## src/rtl/im_pkg.sv

```systemverilog
// Shared constants for the instruction-memory loader.
//   IM_ADDR_W : byte-address width of the 1 KB instruction memory
//   IM_WORDS  : capacity in 32-bit words (2**(IM_ADDR_W-2))
//   ST_*      : loader FSM state encoding
package im_pkg;

  localparam int IM_ADDR_W = 10;
  localparam int IM_WORDS  = 256;

  localparam logic [1:0] ST_IDLE  = 2'd0;
  localparam logic [1:0] ST_LOAD  = 2'd1;
  localparam logic [1:0] ST_WRITE = 2'd2;
  localparam logic [1:0] ST_DONE  = 2'd3;

endpackage

```

## src/rtl/im_loader_word_packer.sv

```systemverilog
// word_packer: packs accepted bytes big-endian into a 32-bit word.
//   clk, rst    : clock, synchronous active-high reset
//   clear       : restart at lane 0 with an empty word (new load)
//   accept      : a byte is consumed this cycle
//   byte_data   : the byte being consumed
//   byte_last   : the consumed byte is the final byte of the image
//   word        : packed word including this byte (zero-padded on last)
//   word_ready  : this accept completes a word (lane 3 or last byte)
//   pad_last    : this accept completes a word early and zero-pads it
module word_packer
  import im_pkg::*;
(
  input  logic        clk,
  input  logic        rst,
  input  logic        clear,
  input  logic        accept,
  input  logic [7:0]  byte_data,
  input  logic        byte_last,
  output logic [31:0] word,
  output logic        word_ready,
  output logic        pad_last
);

  logic [1:0]  lane_reg;
  logic [31:0] shift_reg;
  logic [31:0] shift_next;

  // Each byte lane either takes the incoming byte, is wiped when a new
  // word starts at lane 0 (this is what zero-pads a short final word and
  // keeps stale bytes out), or keeps its previous contents.
  genvar gi;
  generate
    for (gi = 0; gi < 4; gi++) begin : g_lane
      always_comb begin
        if (lane_reg == 2'(gi))
          shift_next[31-8*gi -: 8] = byte_data;
        else if (lane_reg == 2'd0)
          shift_next[31-8*gi -: 8] = 8'h00;
        else
          shift_next[31-8*gi -: 8] = shift_reg[31-8*gi -: 8];
      end
    end
  endgenerate

  assign word       = shift_next;
  assign word_ready = accept & ((lane_reg == 2'd3) | byte_last);
  assign pad_last   = accept & byte_last & (lane_reg != 2'd3);

  always_ff @(posedge clk) begin
    if (rst || clear) begin
      lane_reg  <= 2'd0;
      shift_reg <= 32'h0;
    end else if (accept) begin
      shift_reg <= shift_next;
      lane_reg  <= word_ready ? 2'd0 : lane_reg + 2'd1;
    end
  end

endmodule

```

## src/rtl/im_loader.sv

```systemverilog
// im_loader: turns a valid/ready byte stream into word writes for the
// 1 KB instruction memory, starting at byte address 0.
//   clk, rst     : clock, synchronous active-high reset
//   start        : one-cycle pulse starting a load (from IDLE or DONE)
//   byte_valid   : byte_data valid
//   byte_data    : stream byte, first byte lands in wdata[31:24]
//   byte_last    : final byte of the image
//   byte_ready   : loader accepts a byte this cycle
//   we           : IM write strobe, one cycle per word
//   waddr        : word-aligned IM byte address
//   wdata        : packed word (qualify with we)
//   busy         : load in progress
//   done         : load complete, held until start or rst
//   full         : memory filled before byte_last was seen
//   word_count   : words written in the current load (saturates at WORDS)
module im_loader
  import im_pkg::*;
#(
  parameter int ADDR_W = IM_ADDR_W,
  parameter int WORDS  = IM_WORDS
) (
  input  logic              clk,
  input  logic              rst,
  input  logic              start,
  input  logic              byte_valid,
  input  logic [7:0]        byte_data,
  input  logic              byte_last,
  output logic              byte_ready,
  output logic              we,
  output logic [ADDR_W-1:0] waddr,
  output logic [31:0]       wdata,
  output logic              busy,
  output logic              done,
  output logic              full,
  output logic [ADDR_W-2:0] word_count
);

  localparam logic [ADDR_W-2:0] LAST_WORD = (ADDR_W-1)'(WORDS - 1);
  localparam logic [ADDR_W-2:0] MAX_COUNT = (ADDR_W-1)'(WORDS);

  logic [1:0]        state_reg;
  logic [ADDR_W-2:0] word_count_reg;
  logic [ADDR_W-1:0] waddr_reg;
  logic [31:0]       wdata_reg;
  logic              full_reg;
  logic              last_reg;   // byte_last already consumed in this load

  logic        accept;
  logic        clear;
  logic [31:0] packed_word;
  logic        word_ready;
  logic        pad_last;

  assign accept = byte_valid & (state_reg == ST_LOAD);
  // start is honoured only when no load is running
  assign clear  = start & ((state_reg == ST_IDLE) | (state_reg == ST_DONE));

  word_packer u_packer (
    .clk        (clk),
    .rst        (rst),
    .clear      (clear),
    .accept     (accept),
    .byte_data  (byte_data),
    .byte_last  (byte_last),
    .word       (packed_word),
    .word_ready (word_ready),
    .pad_last   (pad_last)
  );

  always_ff @(posedge clk) begin
    if (rst) begin
      state_reg      <= ST_IDLE;
      word_count_reg <= '0;
      waddr_reg      <= '0;
      wdata_reg      <= '0;
      full_reg       <= 1'b0;
      last_reg       <= 1'b0;
    end else begin
      case (state_reg)
        ST_IDLE, ST_DONE: begin
          if (start) begin
            state_reg      <= ST_LOAD;
            word_count_reg <= '0;
            full_reg       <= 1'b0;
            last_reg       <= 1'b0;
          end
        end
        ST_LOAD: begin
          if (accept && byte_last)
            last_reg <= 1'b1;
          // Capture the word and its address on the completing byte so
          // they are stable during the WRITE cycle and held afterwards.
          if (word_ready) begin
            state_reg <= ST_WRITE;
            wdata_reg <= packed_word;
            waddr_reg <= {word_count_reg[ADDR_W-3:0], 2'b00};
          end
        end
        ST_WRITE: begin
          if (word_count_reg != MAX_COUNT)
            word_count_reg <= word_count_reg + 1'b1;
          if (last_reg || (word_count_reg == LAST_WORD))
            state_reg <= ST_DONE;
          else
            state_reg <= ST_LOAD;
          if ((word_count_reg == LAST_WORD) && !last_reg)
            full_reg <= 1'b1;
        end
        default: state_reg <= ST_IDLE;
      endcase
    end
  end

  assign byte_ready = (state_reg == ST_LOAD);
  assign we         = (state_reg == ST_WRITE);
  assign busy       = (state_reg == ST_LOAD) | (state_reg == ST_WRITE);
  assign done       = (state_reg == ST_DONE);
  assign full       = full_reg;
  assign waddr      = waddr_reg;
  assign wdata      = wdata_reg;
  assign word_count = word_count_reg;

endmodule

```

## config.mk

```make
export PLATFORM = sky130hd
export DESIGN_NAME = im_loader
export DESIGN_NICKNAME = d
export VERILOG_FILES = /design/src/rtl/im_pkg.sv /design/src/rtl/im_loader_word_packer.sv /design/src/rtl/im_loader.sv
export SDC_FILE = /design/constraint.sdc
export NUM_CORES = 1
export LEC_CHECK = 0
export BUFFER_PORTS_ARGS = -buffer_cell sky130_fd_sc_hd__buf_2
export CAP_MARGIN = 10
export CORE_MARGIN = 2
export CORE_UTILIZATION = 25
export DETAILED_ROUTE_END_ITERATION = 7
export HOLD_SLACK_MARGIN = 0.03
export PLACE_DENSITY_LB_ADDON = 0.15
export SYNTH_ARGS = -nofsm -noshare
export SYNTH_HDL_FRONTEND = slang
export SYNTH_SLANG_ARGS = --single-unit
```

## constraint.sdc

```tcl
create_clock -name clk -period 1.9 [get_ports clk]
set_clock_uncertainty 0.05 [all_clocks]
set_input_delay 0.095 -clock clk [delete_from_list [all_inputs] [get_ports clk]]
set_output_delay 0.095 -clock clk [all_outputs]
set_load 0.01 [all_outputs]
```

==> results by stage <==
Status:
- The flow ran to the end, and the final reports show no timing, DRC or antenna violations.

Placement:
- At the end of routability-driven placement, the weighted congestion stood at 0.787.
- Port buffering added 66 buffers.
- The worst-case setup slack after placement is roughly 90 ps.
- After legalization and detailed placement, the total HPWL measured ~7000 um.

Layout:
- Counting the fill cells in the layout gives 1,581.
- The repair_antennas step left the layout with diodes totalling 0.
- After the last flow step, the layout net total stands at 531.
- Cells fill between 30% and 40% of the core in the end.
- In the final layout, the share of cells above drive strength 1 is 22.1%.
- The layout overhead on the synthesized area is 25.9%.

Timing:
- The max-slew violation count was 0.
- Setup repair after global routing left no endpoint under its margin.
- The setup TNS is 0 ps.
- The relative slew slack is 59.5%.
- The ratio of final minimum period to clock period is 93.1%.
- Static timing analysis puts the maximum clock frequency at between 500 and 600 MHz.
- The total count of hold-check failures in the final report is 0.
- The post-layout worst setup margin is 130 ps.
- The slew at the pin closest to its max-slew limit is around 600 ps.
- The number of failing setup endpoints in the final timing report is 0.
- The final critical-path required period is 1770 ps.
- The worst slack on hold paths is between 50 and 60 ps.

Critical path:
- The worst register-to-register path has a depth of 7.
- The required time at the endpoint of the critical path is 2110 ps.
- The signal arrival time at the worst endpoint is 1980 ps.
- The nature of the critical path startpoint is a flop.
- The worst setup slack for register-to-register paths is 130 ps.
- The worst setup path is captured at a flop.
- The type of the worst setup path is flop to flop.
- Of all nets on the critical path, the largest fanout is 3.

Synth:
- Yosys mapped a number of flops with a built-in enable equal to 0.
- Of the synthesized area, sequential elements account for 45.8%.
- In the post-synthesis netlist, the biggest area contributors are sky130_fd_sc_hd__dfxtp_1 46%, sky130_fd_sc_hd__a211oi_1 11%, sky130_fd_sc_hd__nor2_1 6.6%.
- The commonest cells after synthesis are 87 x sky130_fd_sc_hd__dfxtp_1, 67 x sky130_fd_sc_hd__nor2_1, 56 x sky130_fd_sc_hd__a211oi_1.
- In this run, distinct cell masters in the synthesized netlist total 41.
- For this run, the number of Yosys warnings is 0.
- The cell taking the most area after synthesis is sky130_fd_sc_hd__dfxtp_1.
- The synthesized design contains between 80 and 90 register bits.
- After technology mapping, the gate count stands at 440.
- The cell area after synthesis is 0.00380 mm^2.
- The average instance area after synthesis is 8.65 um^2.
- Among all flip-flop cells after synthesis, the most frequent one is sky130_fd_sc_hd__dfxtp_1.
- For this run, asynchronously set or reset flops after synthesis account for 0%.
- After synthesis, the largest area contributor takes up 45.8% of total cell area.
- The most frequent cell after synthesis is sky130_fd_sc_hd__dfxtp_1.

Global route:
- The total routing usage reported by global routing is approximately an eighth.
- The number of global-route vias before repair was between 3,000 and 4,000.
- The first global-routing pass estimated 16,500 um of wire.
- Entering global routing, the biggest net connects 37 pins.
- The total congestion overflow after global routing is 0.
- The initial antenna violation count is 0.

Clock tree:
- The number of setup buffers added after CTS is 0.
- The worst-case clock buffer depth is 2.
- The clock root buffer is sky130_fd_sc_hd__clkbuf_16.
- The number of sinks on the clock net is 87.
- The number of buffers created by CTS is 9.
- CTS built an H-tree with a depth of 3.
- Clock-pin slew was measured on the worst setup and hold paths at 60 ps.
- The clock latency of the later-clocked register in the worst-skew pair is 350 ps.
- The clock tree from TritonCTS is built.

Floorplan:
- The die extent in y is around 130 um.
- The area enclosed by the die boundary is 0.0162 mm^2.
- The core region area is 0.0150 mm^2.
- The number of I/O pins is ~70.
- The initial cell density of the core is 25.3%.
- The die is 127 um wide.
- The floorplan has 45 rows.

Power:
- The part of the power in registers is 46.4%.
- The final total power is 4.20 mW.
- The share of total power dissipated in combinational logic is between 10% and 20%.
- The internal power of the cells totals 3.06 mW.
- The clock network is responsible for 40.1% of the overall power.
- The worst-case IR drop observed on VDD is 0.443 mV.
- Net switching is 27.0% of the power.
- Power spread over the standard cell area amounts to 876 mW/mm^2.
- The net load switching power is between 1 and 1.5 mW.
- The cell leakage power is between 1.5 and 2 nW.

Route:
- The count of nets left with antenna violations after detail routing is 0.
- The number of DRC violations after detailed-routing iteration 0 is 183.
- The final layout contains routed wiring with a total length of 10,300 um.
- The first detailed-routing pass ran for 4 iterations.
- The final route contains 3,330 vias.
- The per-cell routed wire length is 14.7 um.
- The average vias per placed instance is 4.76.
- The post-route DRC violation count is 0.

Job:
- Across the run, the number of max-cap violations was 0.

Hold path:
- The type of the tightest min-delay check is primary input to flop.
- The number of stages on the worst hold path is 3.
==> cell type report <==
| cell class | instances | area, um^2 | area share (%) |
|---|---|---|---|
| clock inverter | 4 | 30.0 | 0.627 |
| sequential | 87 | 1740 | 36.3 |
| inverter | 10 | 37.5 | 0.783 |
| clock buffer | 11 | 243 | 5.07 |
| tap | 188 | 235 | 4.91 |
| multi-input combinational | 304 | 1860 | 38.7 |
| timing repair buffer | 96 | 648 | 13.5 |
==> worst max-delay path, cell delays in order (launching register included) <==
cell and delay, ps:
sky130_fd_sc_hd__dfxtp_1 330, sky130_fd_sc_hd__ha_1 210, sky130_fd_sc_hd__nand3_2 120, sky130_fd_sc_hd__nor2_2 130, sky130_fd_sc_hd__and3_1 200, sky130_fd_sc_hd__ha_1 230, sky130_fd_sc_hd__or3b_1 360, sky130_fd_sc_hd__o31ai_1 70
==> power groups by stage <==
stage | Clock, mW | Sequential, mW | Combinational [mW]
2_1_floorplan | 0 | 2.00 | 0.337
3_3_place_gp | 0 | 1.99 | 0.547
3_5_place_dp | 0 | 1.99 | 0.555
4_1_cts | 1.75 | 1.95 | 0.566
5_1_grt | 1.79 | 1.96 | 0.630
6_report | 1.68 | 1.95 | 0.568
==> through the flow <==
step,cells,instance area (um^2)
global route,700,4790
floorplan,441,3810
global placement,678,4430
CTS,700,4770
detailed placement,678,4430
finish,700,4790
==> path summary, 6_finish.rpt <==
path / endpoint / start
setup / recovery: word_count[8] / word_count[0]
hold / removal: u_packer.shift_reg[26] / byte_data[2]
setup reg to reg: word_count[8] / word_count[0]
hold reg to reg: waddr[7] / waddr[7]
==> layout by cell type (no fill, tap or decap), drive strengths merged, types with 2 or more instances in the layout <==
cell type,instances
and3,2
nand2,29
a211oi,56
nand4b,2
ha,10
buf,89
nor2,68
mux2i,12
clkinv,2
conb,2
a32oi,2
a21oi,49
clkbuf,11
nor3b,24
nand3,14
dfxtp,87
nand2b,5
o21ai,7
nor3,3
inv,11
nor2b,2
a21o,2
dlygate4sd3,7
==> timing repair <==
action	4_1_cts	5_1_grt
hold buffers	7	0
resized for setup	0	5
setup endpoints to repair	0	5
endpoints found under the hold margin	10	0
==> cells by family (layout without fill, tap and decap cells) <==
family	Yosys count	in the layout	share of synthesized area, %
compound gates	123	123	21.2
fa+ha+maj	10	10	3.29
buf+inv	50	121	6.05
flops	87	87	45.8
mux	12	12	3.26
other cells	1	2	0.0986
simple gates	157	157	20.3
==> metal layers <==
layer	vias to the layer above	GRT usage (%)	share of wire, %
li1	1690	-	-
met3	18	2.64	5.1
met1	1554	17.6	49
met5	-	0	0
met4	0	6.98	2.9
met2	68	19.6	43
Note: power is estimated with default switching activity, not from simulation.
